`src/rtl/imm_pkg.sv`:
```
// Shared opcode constants and immediate-class encoding for the
// immediate decode stage and its class decoder.
package imm_pkg;

    localparam logic [6:0] OP_LOAD   = 7'b0000011;
    localparam logic [6:0] OP_JALR   = 7'b1100111;
    localparam logic [6:0] OP_IMM    = 7'b0010011;
    localparam logic [6:0] OP_IMM_32 = 7'b0011011;
    localparam logic [6:0] OP_STORE  = 7'b0100011;
    localparam logic [6:0] OP_LUI    = 7'b0110111;
    localparam logic [6:0] OP_AUIPC  = 7'b0010111;

    localparam logic [2:0] F3_SLL = 3'b001;
    localparam logic [2:0] F3_SRX = 3'b101;

    localparam int IMM_CLASS_W = 2;

    typedef enum logic [IMM_CLASS_W-1:0] {
        IMM_I     = 2'b00,
        IMM_SHIFT = 2'b01,
        IMM_STORE = 2'b10,
        IMM_UPPER = 2'b11
    } imm_class_e;

endpackage

```
`src/rtl/imm_class_dec.sv`:
```
// Combinational opcode-to-immediate decoder: selects the immediate class
// and builds the sign/zero-extended immediate for one instruction.
module imm_class_dec
    import imm_pkg::*;
#(
    parameter int DATA_WIDTH = 64,
    parameter int INST_WIDTH = 32
) (
    input  logic [INST_WIDTH-1:0] inst,
    output logic [DATA_WIDTH-1:0] imm,
    output imm_class_e            imm_class,
    output logic                  has_imm
);

    logic [6:0] opcode_s;
    logic [2:0] funct3_s;

    assign opcode_s = inst[6:0];
    assign funct3_s = inst[14:12];

    // Class select and immediate assembly; unknown opcodes leave all-zero defaults
    always_comb begin
        imm       = '0;
        imm_class = IMM_I;
        has_imm   = 1'b0;
        case (opcode_s)
            OP_LOAD, OP_JALR: begin
                imm       = {{(DATA_WIDTH-12){inst[31]}}, inst[31:20]};
                imm_class = IMM_I;
                has_imm   = 1'b1;
            end
            OP_IMM, OP_IMM_32: begin
                if ((funct3_s == F3_SLL) || (funct3_s == F3_SRX)) begin
                    imm       = {{(DATA_WIDTH-6){1'b0}}, inst[25:20]};
                    imm_class = IMM_SHIFT;
                end else begin
                    imm       = {{(DATA_WIDTH-12){inst[31]}}, inst[31:20]};
                    imm_class = IMM_I;
                end
                has_imm = 1'b1;
            end
            OP_STORE: begin
                imm       = {{(DATA_WIDTH-12){inst[31]}}, inst[31:25], inst[11:7]};
                imm_class = IMM_STORE;
                has_imm   = 1'b1;
            end
            OP_LUI, OP_AUIPC: begin
                imm       = {{(DATA_WIDTH-32){inst[31]}}, inst[31:12], 12'b0};
                imm_class = IMM_UPPER;
                has_imm   = 1'b1;
            end
            default: begin
                imm       = '0;
                imm_class = IMM_I;
                has_imm   = 1'b0;
            end
        endcase
    end

endmodule

```
`src/rtl/imm_decode_stage.sv`:
```
// Immediate decode pipeline stage: decodes at enqueue into a 2-entry
// in-order FIFO and counts output backpressure cycles.
module imm_decode_stage
    import imm_pkg::*;
#(
    parameter int DATA_WIDTH     = 64,
    parameter int INST_WIDTH     = 32,
    parameter int IMM_TYPE_WIDTH = 2
) (
    input  logic                      clk,
    input  logic                      rst_n,
    input  logic                      flush,
    input  logic                      in_valid,
    output logic                      in_ready,
    input  logic [INST_WIDTH-1:0]     in_inst,
    input  logic [DATA_WIDTH-1:0]     in_pc,
    output logic                      out_valid,
    input  logic                      out_ready,
    output logic [INST_WIDTH-1:0]     out_inst,
    output logic [DATA_WIDTH-1:0]     out_pc,
    output logic [DATA_WIDTH-1:0]     out_imm,
    output logic [IMM_TYPE_WIDTH-1:0] out_imm_type,
    output logic                      out_has_imm,
    output logic [15:0]               out_stall_cnt
);

    logic [INST_WIDTH-1:0]     inst_mem_r [2];
    logic [DATA_WIDTH-1:0]     pc_mem_r   [2];
    logic [DATA_WIDTH-1:0]     imm_mem_r  [2];
    logic [IMM_TYPE_WIDTH-1:0] type_mem_r [2];
    logic                      has_mem_r  [2];

    logic [1:0]  count_r;
    logic [1:0]  count_next_s;
    logic        wr_ptr_r;
    logic        rd_ptr_r;
    logic        in_ready_r;
    logic        out_valid_r;
    logic [15:0] stall_cnt_r;
    logic        push_s;
    logic        pop_s;

    logic [DATA_WIDTH-1:0] dec_imm_s;
    imm_class_e            dec_class_s;
    logic                  dec_has_s;

    imm_class_dec #(
        .DATA_WIDTH (DATA_WIDTH),
        .INST_WIDTH (INST_WIDTH)
    ) u_dec (
        .inst      (in_inst),
        .imm       (dec_imm_s),
        .imm_class (dec_class_s),
        .has_imm   (dec_has_s)
    );

    // Handshakes and next occupancy; flush wins over any push or pop
    always_comb begin
        push_s       = in_valid && in_ready_r;
        pop_s        = out_valid_r && out_ready;
        count_next_s = count_r;
        if (flush) begin
            count_next_s = 2'd0;
        end else begin
            case ({push_s, pop_s})
                2'b10:   count_next_s = count_r + 2'd1;
                2'b01:   count_next_s = count_r - 2'd1;
                default: count_next_s = count_r;
            endcase
        end
    end

    // Occupancy, pointers, and the registered ready/valid flags
    always_ff @(posedge clk or negedge rst_n) begin
        if (!rst_n) begin
            count_r     <= 2'd0;
            wr_ptr_r    <= 1'b0;
            rd_ptr_r    <= 1'b0;
            in_ready_r  <= 1'b0;
            out_valid_r <= 1'b0;
        end else begin
            count_r     <= count_next_s;
            in_ready_r  <= (count_next_s != 2'd2);
            out_valid_r <= (count_next_s != 2'd0);
            if (flush) begin
                wr_ptr_r <= 1'b0;
                rd_ptr_r <= 1'b0;
            end else begin
                if (push_s) wr_ptr_r <= ~wr_ptr_r;
                if (pop_s)  rd_ptr_r <= ~rd_ptr_r;
            end
        end
    end

    // Entry storage, written with the decoded immediate at enqueue
    always_ff @(posedge clk or negedge rst_n) begin
        if (!rst_n) begin
            for (int i = 0; i < 2; i++) begin
                inst_mem_r[i] <= '0;
                pc_mem_r[i]   <= '0;
                imm_mem_r[i]  <= '0;
                type_mem_r[i] <= '0;
                has_mem_r[i]  <= 1'b0;
            end
        end else if (!flush && push_s) begin
            inst_mem_r[wr_ptr_r] <= in_inst;
            pc_mem_r[wr_ptr_r]   <= in_pc;
            imm_mem_r[wr_ptr_r]  <= dec_imm_s;
            type_mem_r[wr_ptr_r] <= IMM_TYPE_WIDTH'(dec_class_s);
            has_mem_r[wr_ptr_r]  <= dec_has_s;
        end
    end

    // Saturating backpressure counter; flush deliberately leaves it alone
    always_ff @(posedge clk or negedge rst_n) begin
        if (!rst_n) begin
            stall_cnt_r <= 16'd0;
        end else if (out_valid_r && !out_ready && (stall_cnt_r != 16'hFFFF)) begin
            stall_cnt_r <= stall_cnt_r + 16'd1;
        end
    end

    assign in_ready      = in_ready_r;
    assign out_valid     = out_valid_r;
    assign out_stall_cnt = stall_cnt_r;
    assign out_inst      = inst_mem_r[rd_ptr_r];
    assign out_pc        = pc_mem_r[rd_ptr_r];
    assign out_imm       = imm_mem_r[rd_ptr_r];
    assign out_imm_type  = type_mem_r[rd_ptr_r];
    assign out_has_imm   = has_mem_r[rd_ptr_r];

endmodule

```
`config.mk`:
```
export PLATFORM = sky130hd
export DESIGN_NAME = imm_decode_stage
export DESIGN_NICKNAME = d
export VERILOG_FILES = /design/src/rtl/imm_pkg.sv /design/src/rtl/imm_class_dec.sv /design/src/rtl/imm_decode_stage.sv
export SDC_FILE = /design/constraint.sdc
export NUM_CORES = 1
export LEC_CHECK = 0
export CORE_MARGIN = 2
export CORE_UTILIZATION = 45
export CTS_CLUSTER_DIAMETER = 100
export DETAILED_ROUTE_END_ITERATION = 10
export GPL_TIMING_DRIVEN = 0
export PLACE_DENSITY_LB_ADDON = 0.1
export SLEW_MARGIN = 20
export SYNTH_ARGS = -nofsm -noshare
export SYNTH_HDL_FRONTEND = slang
export SYNTH_SLANG_ARGS = --single-unit
```
`constraint.sdc`:
```
create_clock -name clk -period 2.3 [get_ports clk]
set_clock_uncertainty 0.1 [all_clocks]
set_input_delay 0.345 -clock clk [delete_from_list [all_inputs] [get_ports clk]]
set_output_delay 0.345 -clock clk [all_outputs]
set_load 0.03 [all_outputs]
```
==> impl_results.md, run 1 <==
* Outcome: finished, violations left
* Failing checks: setup timing
* Detailed Place HPWL at 26000 microns
* Num ports at between 200 and 300
* Total GRT Usage at about 25%
* Die Ht at 174 microns
* Internal power at 15.1 mW
* Maximum vdd drop at ~0.74 mV
* Worst-path cell chain: clkbuf_8 > buf_6 > mux2_2 > buf_2
* Mapped Area at approximately 13000 sq um
* Max incr delay on CP at 0.50 ns
* Global route total overflow at 0
* Max Root-Sink Buffers at 3
* Initial antenna violation count at 3
* Max-cap violations at 0
* Switching Share at about two fifths
* Switch Pwr at around 9.8 mW
* Synth area leader: dfrtp_1
* Per-cell routed wire length at ~18 microns
* Vias at 10800
* Initial core utilization at approximately 45%
* Leak at between 8 and 9 nW
* Root Driver: clkbuf_16
* Yosys cell types at 53
* Synth area leaders: dfrtp_1 (55%), nand2_1 (18%), mux2_2 (11%), buf_4 (2.0%), a31oi_1 (1.9%)
* Register area share after synthesis at between 50% and 60%
* Startpoint Class: flop
* Actual slew at the worst max-slew pin at 0.768 ns
* YS warnings at 0
* Cells after DPL at about 2000
* Final Cycle Share at 106%
* Largest net degree at the start of global routing at 88
* End point of the critical path: out_pc[52]
* Syn Nets at roughly 1500
* Die width at 174 microns
* Core ar. at roughly 29000 sq um
* DRC viols at 0
* Pwr/cell area at 1400 nW/um^2
* TritonRoute pass-1 iters at 5
* Yosys reg bits at roughly 280
* Clock power share at roughly a fifth
* Vias per cell at roughly 5
* Combinational share of power at ~48%
* Area delta synth->final at 37.4%
* RSZ-0062 raised after global routing: yes
* R2R Path End: inst_mem_r[31]$_DFFE_PN0P_
* Final std cells w/o fill at 2104
* First-pass GRT wire length at 61000 microns
* FMAX at just over 400 MHz
* Vias in the first global route at 10800
* Sequential share of power at between 30% and 40%
* Gpl congestion at ~0.8
* Critical path capture point type: output port
* Reg2Reg Depth at 6
* Util after Layout at between 60% and 70%
* Slew Limit Headroom at 48.5%
* Slew Limit Fails at 0
* Total Wirelength at roughly 39000 microns
* Nets at around 1800
* Slowest cell on the critical path: dfrtp_2
* Worst path required time at 1.86 ns
* Setup crit start: rd_ptr_r$_DFFE_PN0P_
* Share of cells above drive strength 1 at ~27%
* Worst path arrival time at slightly below 2 ns
* Footprint of the multi-input gates at ~5500 sq um
* Port Buf Inserts at 278
* Clock Pin Slew Worst Setup and Hold Paths at about 0.060 ns
* Final Critical Period at 2.44 ns
* Number of DRC markers in iteration 0 at 750
* H-tree depth at 1
* CTS buffer count at 31
* Final setup vio count at about 160
* Worst skew pair latency at roughly 0.55 ns
* Synth top area share at around 55%
* Worst setup margin at -0.138 ns
* Crit Path Class: flop to output port
* Final ANT Viol Nets at 0
* Die area at just over 30000 sq um
* Syn avg cell area at 9.46 sq um
* Storage element area at between 7000 and 8000 sq um
* Worst min path class: input port to flop
* Post-route setup TNS at -13.72 ns
* Final hold vios at 0
* # clock sinks at ~280
* CTS tree: yes
* # fillers at roughly 2400
* Reg2reg setup slack at ~0.11 ns
* Row count at between 60 and 70
* Worst R2R Start: in_ready$_DFF_PN0_
* Mapped Cells at roughly 1400
* CP max FO at 10
[cells by family (layout without fill, tap and decap cells)]
family | count (synthesis) | after routing | share of synthesized area [%]
other | 0 | 2 | 0
flip-flops | 284 | 284 | 54.9
buffers and inverters | 117 | 462 | 4.98
XOR/XNOR | 18 | 18 | 1.22
AND/OR/NAND/NOR | 720 | 720 | 22.6
AO/OA/AOI/OAI | 93 | 93 | 4.42
adder cells (fa/ha/maj) | 2 | 2 | 0.193
multiplexers | 135 | 139 | 11.7
[what timing repair did]
item | CTS | global route
buffers inserted | 5 | 3
hold endpoints to repair | 67 | 0
cloned | 5 | 3
resized for setup | 1037 | 126
endpoints found under the setup margin | 220 | 285
hold buffers | 2 | 0
[power groups by stage]
stage               sequential, mW  combinational [mW]  clock (mW)
CTS                           8.13                11.2        4.92
detailed placement            8.15                11.3           0
floorplan                     7.95                7.09           0
finish                        8.17                11.8        4.85
global route                  8.42                12.6        5.12
global placement              8.08                11.1           0
[how the worst min path moves through the flow]
| stage | start | endpoint | depth (start not counted) |
|---|---|---|---|
| finish | in_inst[5] | inst_mem_r[37]$_DFFE_PN0P_ | 3 |
| global route | in_inst[5] | inst_mem_r[5]$_DFFE_PN0P_ | 3 |
| CTS | in_inst[5] | inst_mem_r[37]$_DFFE_PN0P_ | 3 |
| floorplan | rst_n | count_r[0]$_DFF_PN0_ | 0 |
| detailed placement | rst_n | out_stall_cnt[1]$_DFFE_PN0P_ | 1 |
| global placement | pc_mem_r[9]$_DFFE_PN0P_ | pc_mem_r[9]$_DFFE_PN0P_ | 2 |
[registers in the layout, indices dropped and copies added (netlist names)]
register / count
inst_mem_r: 64
type_mem_r: 4
has_mem_r: 2
rd_ptr_r: 1
out_valid: 1
in_ready: 1
out_stall_cnt: 16
pc_mem_r: 128
count_r: 2
wr_ptr_r: 1
imm_mem_r: 64
[placed cells by master (no fill, tap or decap), types with 5 or more instances in the layout]
master	synthesis	layout
buf_8	0	6
nor3_1	5	5
buf_6	3	126
buf_2	41	103
a31oi_1	40	40
xnor2_1	5	5
clkbuf_8	0	8
nand2_1	625	625
nor2_1	45	45
mux2_2	132	76
a32oi_1	5	5
clkbuf_1	31	31
clkbuf_16	0	36
clkdlybuf4s50_1	0	114
dfrtp_1	284	283
o21ai_0	33	33
nand2b_1	5	5
clkinv_2	0	7
xor2_1	13	13
buf_4	35	10
mux2_4	1	61
[through the flow]
stage                     power (mW)  setup WS, ns  hold slack (ns)  cell area, sq um
after global placement          19.2        -11.73            0.351             16200
final                           24.8        -0.138           0.0170             17800
after global routing            26.2        -0.168           0.0441             17800
after floorplan                 15.0         0.153          -0.0506             13000
after CTS                       24.3        -0.131         0.000379             17300
after detailed placement        19.4        -0.961            0.231             16300
[routing by layer]
metal	track usage [%]	up-vias	routed length [microns]
met5	0	-	11
met4	5.39	2	824
met2	41.5	364	18300
met1	35.8	5326	17300
li1	-	5070	-
met3	4.41	49	2410
[cell usage after synthesis, drive strengths merged]
cell type  count
nor3b          2
mux2i          2
o21bai         1
o2111ai        1
a211oi         2
a32oi          5
nand2b         5
a32o           1
a21oi          2
buf           82
clkbuf        31
xor2          13
or3            4
nor3           6
or3b           1
nand4bb        1
nand3          5
inv            4
o21ai         37
xnor2          5
o311a          1
ha             2
nand4b         2
nand4          4
nor4b          3
nor2b          3
and3           2
mux2         133
a31oi         40
a21o           1
nor4           6
dfrtp        284
or2            1
and2           2
nand2        625
o211ai         2
nor2          48
[layout make-up]
cell class | count | share of cell area (%)
sequential | 284 | 39.9
timing repair buffer | 295 | 15.7
clock inverter | 10 | 0.576
antenna | 2 | 0.0281
tap | 384 | 2.70
inverter | 4 | 0.0844
multi-input combinational | 972 | 30.8
clock buffer | 43 | 4.95
buffer | 110 | 5.17
[worst max-delay path, delay by kind of cell (launching register included)]
family | cells | cell delay (ns)
buffers and inverters | 3 | 0.58
DFF | 1 | 0.50
muxes | 1 | 0.36
No activity file was read; power rests on OpenSTA's default activity.
==> run 2, diff against run 1 <==
--- a/config.mk
+++ b/config.mk
@@ -9,6 +9,7 @@
 export CORE_UTILIZATION = 45
 export CTS_CLUSTER_DIAMETER = 100
 export DETAILED_ROUTE_END_ITERATION = 10
+export DONT_BUFFER_PORTS = 1
 export GPL_TIMING_DRIVEN = 0
 export PLACE_DENSITY_LB_ADDON = 0.1
 export SLEW_MARGIN = 20
==> run 2 against run 1 <==
The flow finishes with violations (hold timing). Cell area fell by 11%. Global-route usage is 0.61 points lower. Clock power up 11%. Combinational power is 25% lower.
==> impl_results.md, run 2 (synthesis results as in run 1) <==
* Area after DPL at 13400 sq um (-18%)
* Share of cells above drive strength 1 at 19.6% (-7.5 points)
* Largest Register: pc_mem_r
* First-pass GRT wire length at 58400 microns (-4.2%)
* Max reg flops at 128 (unchanged)
* Leak at 7.90 nW (-11%)
* Num ports at 282 (unchanged)
* RSZ-0062 raised after global routing: yes
* Maximum vdd drop at 0.754 mV (+1.8%)
* Busiest layer in global routing: met2
* CTS tree: yes
* Largest net degree at the start of global routing at 285 (+220%)
* Worst-path cell chain: clkbuf_16 > buf_6 > mux2_2
* Startpoint Class: flop
* Critical path capture point type: output port
* Initial antenna violation count at 1 (-2)
* Failing checks: hold timing
* Final setup vio count at 0 (-100%)
* Global route total overflow at 0 (unchanged)
* Slew Limit Fails at 0 (unchanged)
* CP max FO at 10 (unchanged)
* Reg2reg setup slack at 0.13 ns (+0.02 ns)
* Final Critical Period at 2.29 ns (-0.149 ns)
* Crit Path Class: flop to output port
* Worst skew pair latency at 0.51 ns (-0.04 ns)
* Nets at 1605 (-11%)
* Worst path required time at 1.86 ns (about the same)
* Per-cell routed wire length at 19.5 microns (+5.8%)
* Vias per cell at 5.18 (+0.82%)
* Pwr/cell area at 1420 nW/um^2 (+1.5%)
* Max Root-Sink Buffers at 3 (unchanged)
* Root Driver: clkbuf_16
* Area delta synth->final at 22.9%
* Antenna cell count at 0 (-2)
* Number of DRC markers in iteration 0 at 665 (-11%)
* FMAX at 437 MHz (+6.5%)
* Worst R2R Start: in_ready$_DFF_PN0_
* DRC viols at 0 (unchanged)
* Clock Pin Slew Worst Setup and Hold Paths at 0.06 ns (about the same)
* Row count at 62 (unchanged)
* Die area at 30200 sq um (unchanged)
* Design area at 15900 sq um (-11%)
* Slew Limit Headroom at 46.8% (-1.7 points)
* H-tree depth at 2 (+1)
* Max incr delay on CP at 0.45 ns (-0.05 ns)
* Die width at 174 microns (unchanged)
* Final hold vios at 284 (+284)
* Worst min path class: input port to async pin
* TritonRoute pass-1 iters at 5 (unchanged)
* R2R Path End: pc_mem_r[113]$_DFFE_PN0P_
* Initial core utilization at 45.4% (unchanged)
* Commonest non-fill, non-tap cells in the layout: nand2_1 (625), dfrtp_1 (282), dlygate4sd3_1 (94)
* Final Cycle Share at 99.5% (-6.5 points)
* Total Wirelength at 37400 microns (-3.9%)
* Slowest cell on the critical path: dfrtp_2
* Top delay family on crit path: flip-flops
* Reg2Reg Depth at 6 (unchanged)
* Max-cap violations at 0 (unchanged)
* Detailed Place HPWL at 24200 microns (-7.0%)
* Util after Layout at 55.8% (-6.6 points)
* Vias at 9900 (-8.4%)
* M2 GR Usage at 40.0% (-1.5 points)
* Hold Slack at -0.569 ns (-0.586 ns)
* Core ar. at 28500 sq um (unchanged)
* Biggest regs: pc_mem_r (128), imm_mem_r (64), inst_mem_r (64)
* M3 GR Usage at 6.16% (+1.8 points)
* Most common cell after layout, fill and taps aside: nand2_1
* Port Buf Inserts at 0 (-100%)
* Total GRT Usage at 24.8% (-0.61 points)
* Final ANT Viol Nets at 0 (unchanged)
* # clock sinks at 284 (unchanged)
* Outcome: finished, violations left
* CP Buf/Inv Count at 2 (-1)
* Gpl congestion at 0.793 (-1.1%)
* Die Ht at 174 microns (unchanged)
* Post-route setup TNS at 0 ns (+13.72 ns)
* CTS hold repair buffers at 94 (+92)
* Actual slew at the worst max-slew pin at 0.793 ns (+0.0246 ns)
* CTS buffer count at 34 (+9.7%)
* Met1 usage at 33.4% (-2.4 points)
* Vias in the first global route at 10100 (-6.8%)
* Worst path arrival time at 1.84 ns (-0.15 ns)
run 2: cell types whose count changed in the layout (fill, tap and decap cells not counted), sizes merged:
cell,delta
mux2,-1
clkdlybuf4s50,-114
diode,-2
buf,-168
clkbuf,+3
clkinvlp,-1
dlygate4sd3,+92
bufinv,-2
run 2: per-layer routing:
metal	vias to the layer above	part of all wire [%]
li1	4681	-
met1	4855	45
met2	305	46
met3	57	6.8
met4	2	2.4
met5	-	0.048
run 2: stage by stage:
step	instances	power (mW)	worst slack, ns
global route	1911	23.8	-0.0391
detailed placement	1753	16.5	-0.475
finish	1911	22.5	0.0105
floorplan	1369	15.0	0.153
CTS	1911	22.5	-0.0150
global placement	1753	16.3	-0.425
run 2: final cells by class:
type | instances | area (sq um)
buffer | 111 | 731
clock buffer | 54 | 1100
clock inverter | 7 | 35.0
fill | 2615 | 12600
inverter | 4 | 15.0
multi-input combinational | 971 | 5490
sequential | 284 | 7110
tap | 384 | 480
timing repair buffer | 96 | 956
run 2: how the worst max path moves through the flow:
stage                                     from      endpoint  slack, ns  cells past startpoint
after floorplan           rd_ptr_r$_DFFE_PN0P_   out_imm[32]       0.15                      4
after global placement    rd_ptr_r$_DFFE_PN0P_   out_imm[44]      -0.43                      4
after detailed placement  rd_ptr_r$_DFFE_PN0P_   out_imm[44]      -0.48                      4
after CTS                 rd_ptr_r$_DFFE_PN0P_   out_imm[44]      -0.01                      3
after global routing      rd_ptr_r$_DFFE_PN0P_     out_pc[0]      -0.04                      3
final                     rd_ptr_r$_DFFE_PN0P_  out_inst[24]       0.01                      3
run 2: worst register-to-register path, delay by kind of cell, from the launching register on:
family                 cells  cell delay, ns
AND/OR/NAND/NOR            4            0.96
buffers and inverters      2            0.50
flip-flops                 1            0.49
run 2: where the power goes:
part	leakage (nW)	total, mW	internal [mW]	switching, mW
logic	3.76	8.89	3.07	5.82
registers	3.57	8.27	7.03	1.24
clock network	0.570	5.38	3.27	2.11
run 2: what timing repair did:
item / in CTS / in global routing
endpoints found under the hold margin: 531 / 284
setup buffers: 1 / 1
endpoints found under the setup margin: 367 / 145
resized for setup: 77 / 31
cloned: 3 / 0
pin swaps: 0 / 2
==> run 3, diff against run 2 <==
--- a/config.mk
+++ b/config.mk
@@ -7,6 +7,7 @@
 export LEC_CHECK = 0
 export CORE_MARGIN = 2
 export CORE_UTILIZATION = 45
+export CTS_BUF_LIST = sky130_fd_sc_hd__clkbuf_16
 export CTS_CLUSTER_DIAMETER = 100
 export DETAILED_ROUTE_END_ITERATION = 10
 export DONT_BUFFER_PORTS = 1
==> run 3 against run 2 <==
The flow still finishes with violations (hold timing). Cell area is 0.66% lower. Setup slack hardly changed. First-iteration DRC count is 5.9% higher. Combinational power hardly changed. Die area stayed put. Sequential power hardly changed. Via count hardly changed. Sequential share of layout area is 0.30 points higher. Largest power group unchanged.
==> impl_results.md, run 3 (synthesis results as in run 1) <==
* Failing checks: hold timing
* CTS tree: yes
* Per-cell routed wire length at 19.5 microns (-0.38%)
* Largest net degree at the start of global routing at 285 (unchanged)
* Leak at 7.86 nW (-0.47%)
* Clock Pin Slew Worst Setup and Hold Paths at 0.06 ns (about the same)
* Internal power at 13.0 mW (-3.0%)
* CTS hold repair buffers at 94 (unchanged)
* FMAX at 437 MHz (about the same)
* Slew Limit Headroom at 46.8% (about the same)
* Gpl congestion at 0.793 (unchanged)
* Final hold vios at 284 (unchanged)
* Max incr delay on CP at 0.45 ns (about the same)
* Worst path arrival time at 1.84 ns (about the same)
* Crit Path Class: flop to output port
* DRC viols at 0 (unchanged)
* Worst-path cell chain: clkbuf_16 > buf_6 > mux2_2
* WL met1 at 16400 microns (-1.4%)
* First-pass GRT wire length at 58400 microns (about the same)
* Power Total at 22.1 mW (-1.8%)
* Commonest non-fill, non-tap cells in the layout: nand2_1 (625), dfrtp_1 (282), dlygate4sd3_1 (94)
* CP max FO at 10 (unchanged)
* Final Cycle Share at 99.5% (about the same)
* Share of cells above drive strength 1 at 18.9% (-0.72 points)
* Final ANT Viol Nets at 0 (unchanged)
* Vias in the first global route at 10100 (-0.020%)
* CTS buffer count at 34 (unchanged)
* Hold Slack at -0.565 ns (+0.00382 ns)
* Worst skew pair latency at 0.51 ns (about the same)
* Outcome: finished, violations left
* Total Wirelength at 37300 microns (-0.28%)
* Biggest regs: pc_mem_r (128), imm_mem_r (64), inst_mem_r (64)
* Crit. path cell count at 3 (unchanged)
* H-tree depth at 2 (unchanged)
* Met3 Wirelength at 2700 microns (+6.3%)
* TritonRoute pass-1 iters at 5 (unchanged)
* Met2 WL at 17200 microns (-0.10%)
* Vias per cell at 5.17 (-0.13%)
* Actual slew at the worst max-slew pin at 0.792 ns (-0.000513 ns)
* Startpoint Class: flop
* Port Buf Inserts at 0 (unchanged)
* Largest Register: pc_mem_r
* Max Root-Sink Buffers at 3 (unchanged)
* Global route total overflow at 0 (unchanged)
* Root Driver: clkbuf_16
* Core ar. at 28500 sq um (unchanged)
* Most common cell after layout, fill and taps aside: nand2_1
* Vias at 9897 (-0.030%)
* Switching Share at 41.4% (+0.68 points)
* Slowest cell on the critical path: dfrtp_2
* Switch Pwr at 9.15 mW (-0.21%)
* Critical path capture point type: output port
* Combinational share of power at 40.2% (+0.8 points)
* Initial antenna violation count at 3 (+2)
* Highest Signal Layer: met5
* Max-cap violations at 0 (unchanged)
* Row count at 62 (unchanged)
* Total GRT Usage at 24.8% (about the same)
* Number of DRC markers in iteration 0 at 704 (+5.9%)
* Final Critical Period at 2.29 ns (-0.000120 ns)
* Worst min path class: input port to async pin
* Top delay family on crit path: flip-flops
* Pwr/cell area at 1400 nW/um^2 (-1.2%)
* Worst path required time at 1.86 ns (about the same)
* Nets at 1605 (unchanged)
* Initial core utilization at 45.4% (unchanged)
* # clock sinks at 284 (unchanged)
* Die width at 174 microns (unchanged)
* Slew Limit Fails at 0 (unchanged)
* Detailed Place HPWL at 24200 microns (unchanged)
* # fillers at 2642 (+1.0%)
* Final setup vio count at 0 (unchanged)
* Num ports at 282 (unchanged)
* Reg2Reg Depth at 5 (-1)
* Sequential share of power at 37.4% (+0.7 points)
* Clock power share at 22.5% (-1.4 points)
* Die Ht at 174 microns (unchanged)
* CP Buf/Inv Count at 2 (unchanged)
* Area delta synth->final at 22.1%
* Die area at 30200 sq um (unchanged)
* RSZ-0062 raised after global routing: yes
* Maximum vdd drop at 0.760 mV (+0.84%)
* Max reg flops at 128 (unchanged)
* Util after Layout at 55.4% (-0.37 points)
-- run 3: cell count changes in the layout (fill, tap and decap cells not counted), sizes merged --
cell and change:
clkbuf -17, clkinv +11, diode +2, inv +6
-- run 3: what timing repair did --
item,CTS,global route
buffers inserted,1,1
hold endpoints to repair,531,284
setup endpoints to repair,367,145
cloned,3,0
gates resized for setup,77,31
pin swaps,0,2
-- run 3: stage by stage --
stage / cells / instance area [sq um] / setup slack (ns) / TNS (ns)
floorplan: 1369 / 13000 / 0.153 / 0
global placement: 1753 / 13400 / -0.425 / -69.48
detailed placement: 1753 / 13400 / -0.475 / -74.24
CTS: 1911 / 15700 / -0.0150 / -0.152
global route: 1913 / 15800 / -0.0388 / -0.564
finish: 1913 / 15800 / 0.0107 / 0
-- run 3: worst register-to-register path: stages (launching register included) --
cell	delay [ns]
dfrtp_1	0.59
ha_1	0.26
nand3_2	0.16
or3_1	0.48
nor2_1	0.13
mux2_2	0.34
-- run 3: worst paths after layout --
path / start / end / slack, ns
worst max-delay path: rd_ptr_r$_DFFE_PN0P_ / out_inst[24] / 0.01
worst min-delay path: rst_n / out_stall_cnt[1]$_DFFE_PN0P_ / -0.57
worst max register to register: out_stall_cnt[1]$_DFFE_PN0P_ / out_stall_cnt[12]$_DFFE_PN0P_ / 0.13
worst min register to register: pc_mem_r[10]$_DFFE_PN0P_ / pc_mem_r[10]$_DFFE_PN0P_ / 0.37
max in group asynchronous: rst_n / rd_ptr_r$_DFFE_PN0P_ / 2.04
min in group clk: in_inst[24] / imm_mem_r[4]$_DFFE_PN0P_ / 0.03
-- run 3: layout make-up --
class                           instances  area, sq um  area share [%]
Clock inverter                         24         98.8           0.625
Inverter                                4         15.0          0.0950
Tap cell                              384          480            3.04
Clock buffer                           37          926            5.86
Timing Repair Buffer                   96          956            6.05
Buffer                                111          731            4.62
Multi-Input combinational cell        971         5490            34.7
Antenna cell                            2         5.00          0.0317
Sequential cell                       284         7110            45.0
-- run 3: metal layers --
metal  vias up  GRT usage (%)
li1       4685              -
met1      4845           33.4
met2       308           39.9
met3        57           6.32
met4         2           6.86
met5         -              0
-- run 3: power by group through the flow --
| stage | sequential, mW | clock [mW] | combinational [mW] |
|---|---|---|---|
| after floorplan | 7.95 | 0 | 7.09 |
| after global placement | 8.19 | 0 | 8.12 |
| after detailed placement | 8.26 | 0 | 8.22 |
| after CTS | 8.25 | 5.08 | 8.79 |
| after global routing | 8.53 | 5.28 | 9.55 |
| final | 8.27 | 4.97 | 8.89 |
==> patch (settings of run 3) <==
`INST_WIDTH` is set to 32 in 2 places; all go to 64.
--- a/src/rtl/imm_class_dec.sv
+++ b/src/rtl/imm_class_dec.sv
@@ -6,3 +6,3 @@
     parameter int DATA_WIDTH = 64,
-    parameter int INST_WIDTH = 32
+    parameter int INST_WIDTH = 64
 ) (
--- a/src/rtl/imm_decode_stage.sv
+++ b/src/rtl/imm_decode_stage.sv
@@ -6,3 +6,3 @@
     parameter int DATA_WIDTH     = 64,
-    parameter int INST_WIDTH     = 32,
+    parameter int INST_WIDTH     = 64,
     parameter int IMM_TYPE_WIDTH = 2
Ports: changed (resized in_inst and out_inst); port bits go from 282 to 346. No check against the original RTL was run, so the function may have changed too.
==> patch against run 3 <==
  * The run still ends with negative hold slack left
  * Critical path depth stayed put
  * Setup slack got worse by 11 ps
  * Sequential cell count increased by 64
  * Area after synthesis is 21% higher
  * Total power grew 18%
  * Design area increased by 20%
  * Routed wire length increased by 18%
  * Critical endpoint is now out_imm[0]
  * Largest power group is now registers
==> patch: results (changes against run 3) <==
Critical path's slowest cell: mux2_2
Largest delay share family, worst path: buffers and inverters
Critical Path Fanout Max: 11 (+1)
Hold slack: -597.0 ps (-31.76 ps)
Fillers: 3131 (+19%)
Gpl congestion: 0.8089 (+2.1%)
Post-cts hold buffer count: 127 (+35%)
Total CTS buffers: 40 (+18%)
Outcome: finished, violations left
Mapped Nets: 1808 (+23%)
Largest net degree at the start of global routing: 349 (+22%)
Count of cell types in the netlist: 39 (-26%)
Drt initial violations: 743 (+5.5%)
Max Buffers Root-to-Sink: 3 (unchanged)
Leak pwr: 9.416 nW (+20%)
Initial antenna violation count: 1 (-2)
Via Count: 11919 (+20%)
Slew Limit Fails: 0 (unchanged)
DP HPWL: 28510 microns (+18%)
Global Route Usage Sum: 0.2417 (-0.005969)
Largest registers: inst_mem_r (128), pc_mem_r (128), imm_mem_r (64)
First-pass GRT wire length: 68540 microns (+17%)
Worst-skew pair later-pin latency: 530 ps (+20 ps)
Placed Area: 0.01618 sq mm (+20%)
Seq/Total Area, Yosys: 0.5580 (+0.009266)
Routed WL: 43830 microns (+18%)
Most instantiated cells after synthesis: 801 x nand2_1, 348 x dfrtp_1, 165 x mux2_2
Failing checks: negative hold slack
Util after Layout: 0.5523 (-0.001595)
Top FF cell, synth: dfrtp_1
Final net count: 1981 (+23%)
Layout cells sized above 1: 0.1741 (-0.01521)
VDD IR max: 708.6 uV (-6.8%)
CTS H-Tree Depth: 2 (unchanged)
Slew HR: 0.4772 (+0.008757)
Port Buf Inserts: 0 (unchanged)
Dominant cells by area after synthesis: dfrtp_1 56%, nand2_1 19%, mux2_2 12%, a31oi_1 1.9%, buf_4 1.5%
Fin. Hold Viols: 348 (+23%)
[patch: routing by layer]
metal	global-route usage	wire length, microns
met5	0	0
met4	0.06977	1058
met3	0.06827	3280
met2	0.3765	19960
met1	0.3304	19530
[patch: path summary, 6_finish.rpt]
path	startpoint	endpoint	cells after the start	slack [ps]
max in group asynchronous	rst_n	inst_mem_r[46]$_DFFE_PN0P_	0	2120
worst min-delay path	rst_n	out_stall_cnt[6]$_DFFE_PN0P_	0	-600
min in group clk	in_inst[4]	inst_mem_r[68]$_DFFE_PN0P_	3	20
worst max-delay path	rd_ptr_r$_DFFE_PN0P_	out_imm[0]	3	0.1
worst min register to register	pc_mem_r[91]$_DFFE_PN0P_	pc_mem_r[91]$_DFFE_PN0P_	2	370
worst max register to register	in_ready$_DFF_PN0_	pc_mem_r[2]$_DFFE_PN0P_	7	160
[patch: through the flow]
| step | power (mW) | worst slack (ps) | TNS (ps) | std cells | hold slack, ps |
|---|---|---|---|---|---|
| 5_1_grt | 27.51 | -30.02 | -1338 | 2329 | -613.4 |
| 4_1_cts | 26.16 | -31.04 | -466.0 | 2325 | -610.1 |
| 2_1_floorplan | 17.90 | 382.7 | 0 | 1673 | -50.59 |
| 3_5_place_dp | 19.70 | -606.8 | -89930 | 2128 | -43.10 |
| 3_3_place_gp | 19.51 | -631.5 | -90580 | 2128 | -43.50 |
| 6_report | 26.01 | 0.09914 | 0 | 2330 | -597.0 |
[patch: power by group]
group | internal [mW] | switching [mW] | total, mW
Clock | 3.21 | 2.51 | 5.72
Sequential | 8.75 | 1.48 | 10.2
Combinational | 3.32 | 6.74 | 10.1
[patch: area by class of cell]
cell class	instances	area share
clock buffer	41	0.05405
clock inverter	28	0.006393
antenna	2	0.0002636
inverter	9	0.001780
sequential	348	0.4588
multi-input combinational	1185	0.3333
buffer	131	0.04686
timing repair buffer	131	0.06855
tap	455	0.02999
[patch: cells by family (layout without fill, tap and decap cells)]
kind of cell | count (synthesis) | after routing | synth area share
and+or+nand+nor | 905 | 905 | 0.2270
DFF | 348 | 348 | 0.5580
muxes | 165 | 166 | 0.1191
buffers and inverters | 141 | 340 | 0.04706
AOI/OAI and AO/OA | 94 | 94 | 0.03720
xor gates and xnor gates | 18 | 18 | 0.01010
adders and majority gates | 2 | 2 | 0.001603
other | 0 | 2 | 0
[patch: timing repair]
item	CTS	global route
cloned	1	0
endpoints found under the hold margin	664	348
pin swaps	0	1
setup endpoints to repair	374	258
resized for setup	93	9
buffers inserted	0	4
